## config.mk

```make
export PLATFORM = sky130hd
export DESIGN_NAME = mips_boot_loader
export DESIGN_NICKNAME = d
export VERILOG_FILES = /design/src/rtl/mips_loader_pkg.sv /design/src/rtl/loader_checksum.sv /design/src/rtl/mips_boot_loader.sv
export SDC_FILE = /design/constraint.sdc
export NUM_CORES = 1
export LEC_CHECK = 0
export ABC_AREA = 1
export CORE_MARGIN = 8
export CORE_UTILIZATION = 49
export DETAILED_ROUTE_END_ITERATION = 16
export GPL_TIMING_DRIVEN = 1
export PLACE_DENSITY = 0.77
export SLEW_MARGIN = 20
export SYNTH_ARGS = -nofsm -noshare
export SYNTH_HDL_FRONTEND = slang
export SYNTH_SLANG_ARGS = --single-unit
export TNS_END_PERCENT = 50
```

## constraint.sdc

```tcl
create_clock -name clk -period 2 [get_ports clk]
set_input_delay 0.4 -clock clk [delete_from_list [all_inputs] [get_ports clk]]
set_output_delay 0.4 -clock clk [all_outputs]
set_load 0.01 [all_outputs]
```

## src/rtl/mips_loader_pkg.sv

```systemverilog
// Shared types and defaults for the Mips_Processor program loader.
package mips_loader_pkg;

  typedef enum logic [2:0] {
    ST_IDLE,
    ST_LEN,
    ST_LOAD,
    ST_CHECK,
    ST_RUN,
    ST_ERROR
  } state_t;

  localparam logic [15:0] DEF_BASE_ADDR = 16'h0000;
  localparam int          DEF_MAX_WORDS = 1024;

endpackage

```

## src/rtl/loader_checksum.sv

```systemverilog
// Modulo-2^W running sum of program words; clear has priority over add.
module loader_checksum #(
  parameter int W = 16
) (
  input  logic         clk,
  input  logic         rest,
  input  logic         i_clr,
  input  logic         i_add,
  input  logic [W-1:0] i_data,
  output logic [W-1:0] o_sum
);

  logic [W-1:0] r_sum;

  always_ff @(posedge clk) begin
    if (rest || i_clr) begin
      r_sum <= '0;
    end else if (i_add) begin
      r_sum <= r_sum + i_data;
    end
  end

  assign o_sum = r_sum;

endmodule

```

## src/rtl/mips_boot_loader.sv

```systemverilog
// Streams a length-prefixed, checksummed program into core memory and
// releases the core from reset only after the checksum matches.
module mips_boot_loader
  import mips_loader_pkg::*;
#(
  parameter int                WORD_W    = 16,
  parameter int                ADDR_W    = 16,
  parameter logic [ADDR_W-1:0] BASE_ADDR = ADDR_W'(DEF_BASE_ADDR),
  parameter int                MAX_WORDS = DEF_MAX_WORDS
) (
  input  logic              clk,
  input  logic              rest,
  input  logic              start,
  input  logic              in_valid,
  input  logic [WORD_W-1:0] in_data,
  output logic              in_ready,
  output logic              mem_we,
  output logic [ADDR_W-1:0] mem_addr,
  output logic [WORD_W-1:0] mem_wdata,
  output logic              core_rest,
  output logic              done,
  output logic              error,
  output logic [ADDR_W-1:0] words_loaded
);

  localparam logic [WORD_W:0] MAX_LEN = (WORD_W + 1)'(MAX_WORDS);

  state_t              r_state;
  state_t              w_state_next;
  logic                r_in_ready;
  logic                r_mem_we;
  logic [ADDR_W-1:0]   r_mem_addr;
  logic [WORD_W-1:0]   r_mem_wdata;
  logic                r_core_rest;
  logic                r_done;
  logic                r_error;
  logic [ADDR_W-1:0]   r_count;
  logic [WORD_W-1:0]   r_len;
  logic [ADDR_W-1:0]   w_count_inc;
  logic [WORD_W-1:0]   w_sum;
  logic                w_accept;
  logic                w_clr;
  logic                w_add;

  assign w_accept    = in_valid && r_in_ready;
  assign w_clr       = (r_state == ST_LEN) && w_accept;
  assign w_add       = (r_state == ST_LOAD) && w_accept;
  assign w_count_inc = r_count + ADDR_W'(1);

  loader_checksum #(
    .W (WORD_W)
  ) u_checksum (
    .clk    (clk),
    .rest   (rest),
    .i_clr  (w_clr),
    .i_add  (w_add),
    .i_data (in_data),
    .o_sum  (w_sum)
  );

  always_ff @(posedge clk) begin
    if (rest) begin
      r_state <= ST_IDLE;
    end else begin
      r_state <= w_state_next;
    end
  end

  // start only restarts from the resting states; mid-load it is ignored.
  always_comb begin
    w_state_next = r_state;
    case (r_state)
      ST_IDLE, ST_RUN, ST_ERROR: begin
        if (start) w_state_next = ST_LEN;
      end
      ST_LEN: begin
        if (w_accept) begin
          if ({1'b0, in_data} > MAX_LEN) w_state_next = ST_ERROR;
          else if (in_data == '0)        w_state_next = ST_CHECK;
          else                           w_state_next = ST_LOAD;
        end
      end
      ST_LOAD: begin
        if (w_accept && (w_count_inc == ADDR_W'(r_len))) w_state_next = ST_CHECK;
      end
      ST_CHECK: begin
        if (w_accept) w_state_next = (in_data == w_sum) ? ST_RUN : ST_ERROR;
      end
      default: w_state_next = ST_IDLE;
    endcase
  end

  // Status outputs are registered from the next state so they track state entry.
  always_ff @(posedge clk) begin
    if (rest) begin
      r_in_ready  <= 1'b0;
      r_mem_we    <= 1'b0;
      r_mem_addr  <= '0;
      r_mem_wdata <= '0;
      r_core_rest <= 1'b1;
      r_done      <= 1'b0;
      r_error     <= 1'b0;
      r_count     <= '0;
      r_len       <= '0;
    end else begin
      r_in_ready  <= (w_state_next == ST_LEN) || (w_state_next == ST_LOAD) ||
                     (w_state_next == ST_CHECK);
      r_core_rest <= (w_state_next != ST_RUN);
      r_done      <= (w_state_next == ST_RUN);
      r_error     <= (w_state_next == ST_ERROR);
      r_mem_we    <= w_add;
      if (w_add) begin
        r_mem_addr  <= BASE_ADDR + {r_count[ADDR_W-2:0], 1'b0};
        r_mem_wdata <= in_data;
        r_count     <= w_count_inc;
      end
      if (w_clr) begin
        r_len   <= in_data;
        r_count <= '0;
      end
    end
  end

  assign in_ready     = r_in_ready;
  assign mem_we       = r_mem_we;
  assign mem_addr     = r_mem_addr;
  assign mem_wdata    = r_mem_wdata;
  assign core_rest    = r_core_rest;
  assign done         = r_done;
  assign error        = r_error;
  assign words_loaded = r_count;

endmodule

```

==> results.toml <==
[run_status]
status = "finished, final reports clean"

[worst_setup_path]
rr_worst_depth = 14
path_delay_family = "buffers and inverters"
worst-path-buf-inv = 2
cp_cell_sequence = "clkdlybuf4s50_1 -> ha_4 -> nand2_1 -> nor2_1 -> nand3_1 -> nand3_2 -> a21oi_2 -> xor2_1 -> o21ai_0 -> inv_1"
endpoint_kind = "register"
crit_required_ps = 2260
worstPathArrival_ps = 2250
cp_slowest_cell = "clkdlybuf4s50_1"
startpoint_type = "input pin"
path_depth = 10
crit_type = "input pin to register"
max_stage_delay_ps = 530
cp_max_fo = 5

[drt]
postRouteWirelength_mm = 14.1
wl_met3_microns = 814
wl_met1_mm = 5.79
firstDrtPassIters = 6
ant_nets = 0
dr.max_layer_used = "met4"
post-route-drc-count = 0
wl_per_cell_microns = 15.4
avgViaCountPerCell = 5.35
route.met2.wl_mm = 7.00
num_vias = 4889
initialDrtViolationCount = 325

[final_layout]
drive_gt1_share_pct = 20.9
final_nets = 834
final_cell_mix = "nand2_1, inv_1, buf_4"
regArea_sq_mm = 0.00175
layout_commonest_cell = "nand2_1"
final_cell_count_no_fill = 913
syn2layout_area_growth_pct = 42.0
multi_input_area_sq_mm = 0.00263
num_antenna_cells = 0
final_util_pct = 70.7
nFillCells = 704

[sta]
maxSlewViolCount = 0
hold_violations = 0
setup_viol = 0
fmax_mhz = 504
clock_skew_ps = 5.18
finalCritPeriodShare_pct = 99.1
rsz0062_at_grt = "yes"
period_minus_slack_ps = 1980

[clock_tree]
clk_latency_ps = 370
cts_buffers = 9
path_clk_slew_ps = 90
clockBufferDepth = 2
htreeDepth = 3
tritoncts = "built"
cts-root-buf = "clkbuf_8"
hold_buffers = 0
cts_num_sinks = 87

[placed_design]
dp.final_hpwl_mm = 10.4
gp_congestion = 0.966
io_buffers = 71
dp_cells = 892

[floorplan]
rows = 35
dieArea_sq_mm = 0.0126
num_io_pins = 73
chipWidth_microns = 112
die_h_microns = 112
core_area_sq_mm = 0.00915
start_util_pct = 49.8

[yosys]
ys_ff_latch = 87
synth.distinct_cells = 38
avgSynthCellArea_sq_um = 6.97
yosysWarnings = 0
yosysTopAreaCell = "dfxtp_1"
synth_area_sq_mm = 0.00456
postSynthCellCount = 654
seq_area_frac_synth_pct = 38.2
synth.top_cell.area_share_pct = 38.2
synth_area_leaders = "dfxtp_1, o21ai_0, nand2_1"
syn-num-nets = 691

[global_route]
antenna_found_initial = 0
grt_max_degree = 49
grt_pass1_vias = 4784
grt_pass1_wl_mm = 22.4
grtUsageTotal_pct = 21.7
gr-total-overflow = 0

[worst_hold_path]
min_path_cells = 2
min_path_type = "register to register"

[power_and_ir_drop]
irDropWorstVdd_uv = 380
pwr_density_cell_mw_per_mm2 = 536
p_leak_nw = 2.95

[flow_run]
drv_cap = 0
[stage by stage]
stage | cell area (sq um) | power, W | setup WS (ps) | setup TNS (ps) | hold WS (ps)
2_1_floorplan | 4560 | 0.00198 | 69.2 | 0 | 444
3_3_place_gp | 5950 | 0.00216 | -518 | -9940 | 457
3_5_place_dp | 5950 | 0.00217 | -547 | -11500 | 467
4_1_cts | 6200 | 0.00345 | 2.92 | 0 | 481
5_1_grt | 6470 | 0.00360 | -45.4 | -111 | 490
6_report | 6470 | 0.00347 | 17.3 | 0 | 474
[cell usage after synthesis (all sizes together)]
| cell | n |
|---|---|
| a211oi | 2 |
| a21boi | 2 |
| a21o | 3 |
| a21oi | 70 |
| a31oi | 2 |
| and2 | 1 |
| buf | 9 |
| clkbuf | 14 |
| clkinv | 1 |
| conb | 1 |
| dfxtp | 87 |
| fa | 1 |
| ha | 16 |
| inv | 89 |
| nand2 | 107 |
| nand3 | 44 |
| nand3b | 2 |
| nand4 | 11 |
| nor2 | 79 |
| nor3 | 4 |
| nor4 | 3 |
| o211ai | 4 |
| o21a | 1 |
| o21ai | 80 |
| o21bai | 1 |
| o221ai | 1 |
| o311ai | 1 |
| o31ai | 1 |
| xnor2 | 7 |
| xor2 | 10 |
[kinds of logic (layout without fill, tap and decap cells)]
logic type      after synthesis  count (layout)  share of synthesized area (%)
other cells                   1               1                         0.0823
xor+xnor                     17              17                           3.27
buf+inv                     113             261                           9.56
fa+ha+maj                    17              17                           4.83
compound gates              168             168                           19.5
simple gates                251             251                           24.5
flops                        87              87                           38.2
[state kept, by name, summed over array words and instances, names as in the netlist, 3 cells and up]
name	cells
mem_addr	15
r_state	3
r_len	16
words_loaded	16
mem_wdata	16
u_checksum.o_sum	16
[final cells by class]
class / count / share of cell area, %
clock buffers: 9 / 1.91
clock inverters: 7 / 1.20
inverters: 90 / 5.22
multi-input cells: 454 / 40.6
flip-flops and latches: 87 / 27.1
well taps: 111 / 2.15
repair buffers: 155 / 21.9
[repair_timing]
item | CTS | global route
buffers inserted | 0 | 5
setup endpoints to repair | 13 | 17
gates resized for setup | 16 | 57
pin swaps | 5 | 20
[tightest hold or removal path: stages (launching register included)]
cell	delay [ps]
dfxtp_2	330
nand2_1	60
a21oi_1	50
[routing by layer]
layer | up-vias | GRT usage (%)
met5 | - | 0
met4 | 0 | 8.72
met3 | 42 | 4.94
met2 | 166 | 38.8
met1 | 2252 | 24.3
li1 | 2429 | -
[where the power goes]
part / leakage [nW] / internal (W) / switching, W
Combinational: 2.14 / 0.000184 / 0.000221
Clock: 0.101 / 0.000591 / 0.000703
Sequential: 0.707 / 0.00175 / 0.0000131
[worst paths after layout]
kind | from | to | slack [ps]
setup reg to reg | words_loaded[1] | core_rest | 80
hold reg to reg | u_checksum.o_sum[0] | u_checksum.o_sum[0] | 470
hold / removal | u_checksum.o_sum[0] | u_checksum.o_sum[0] | 470
setup / recovery | in_data[5] | u_checksum.o_sum[13] | 20
(Power assumes the default switching activity.)
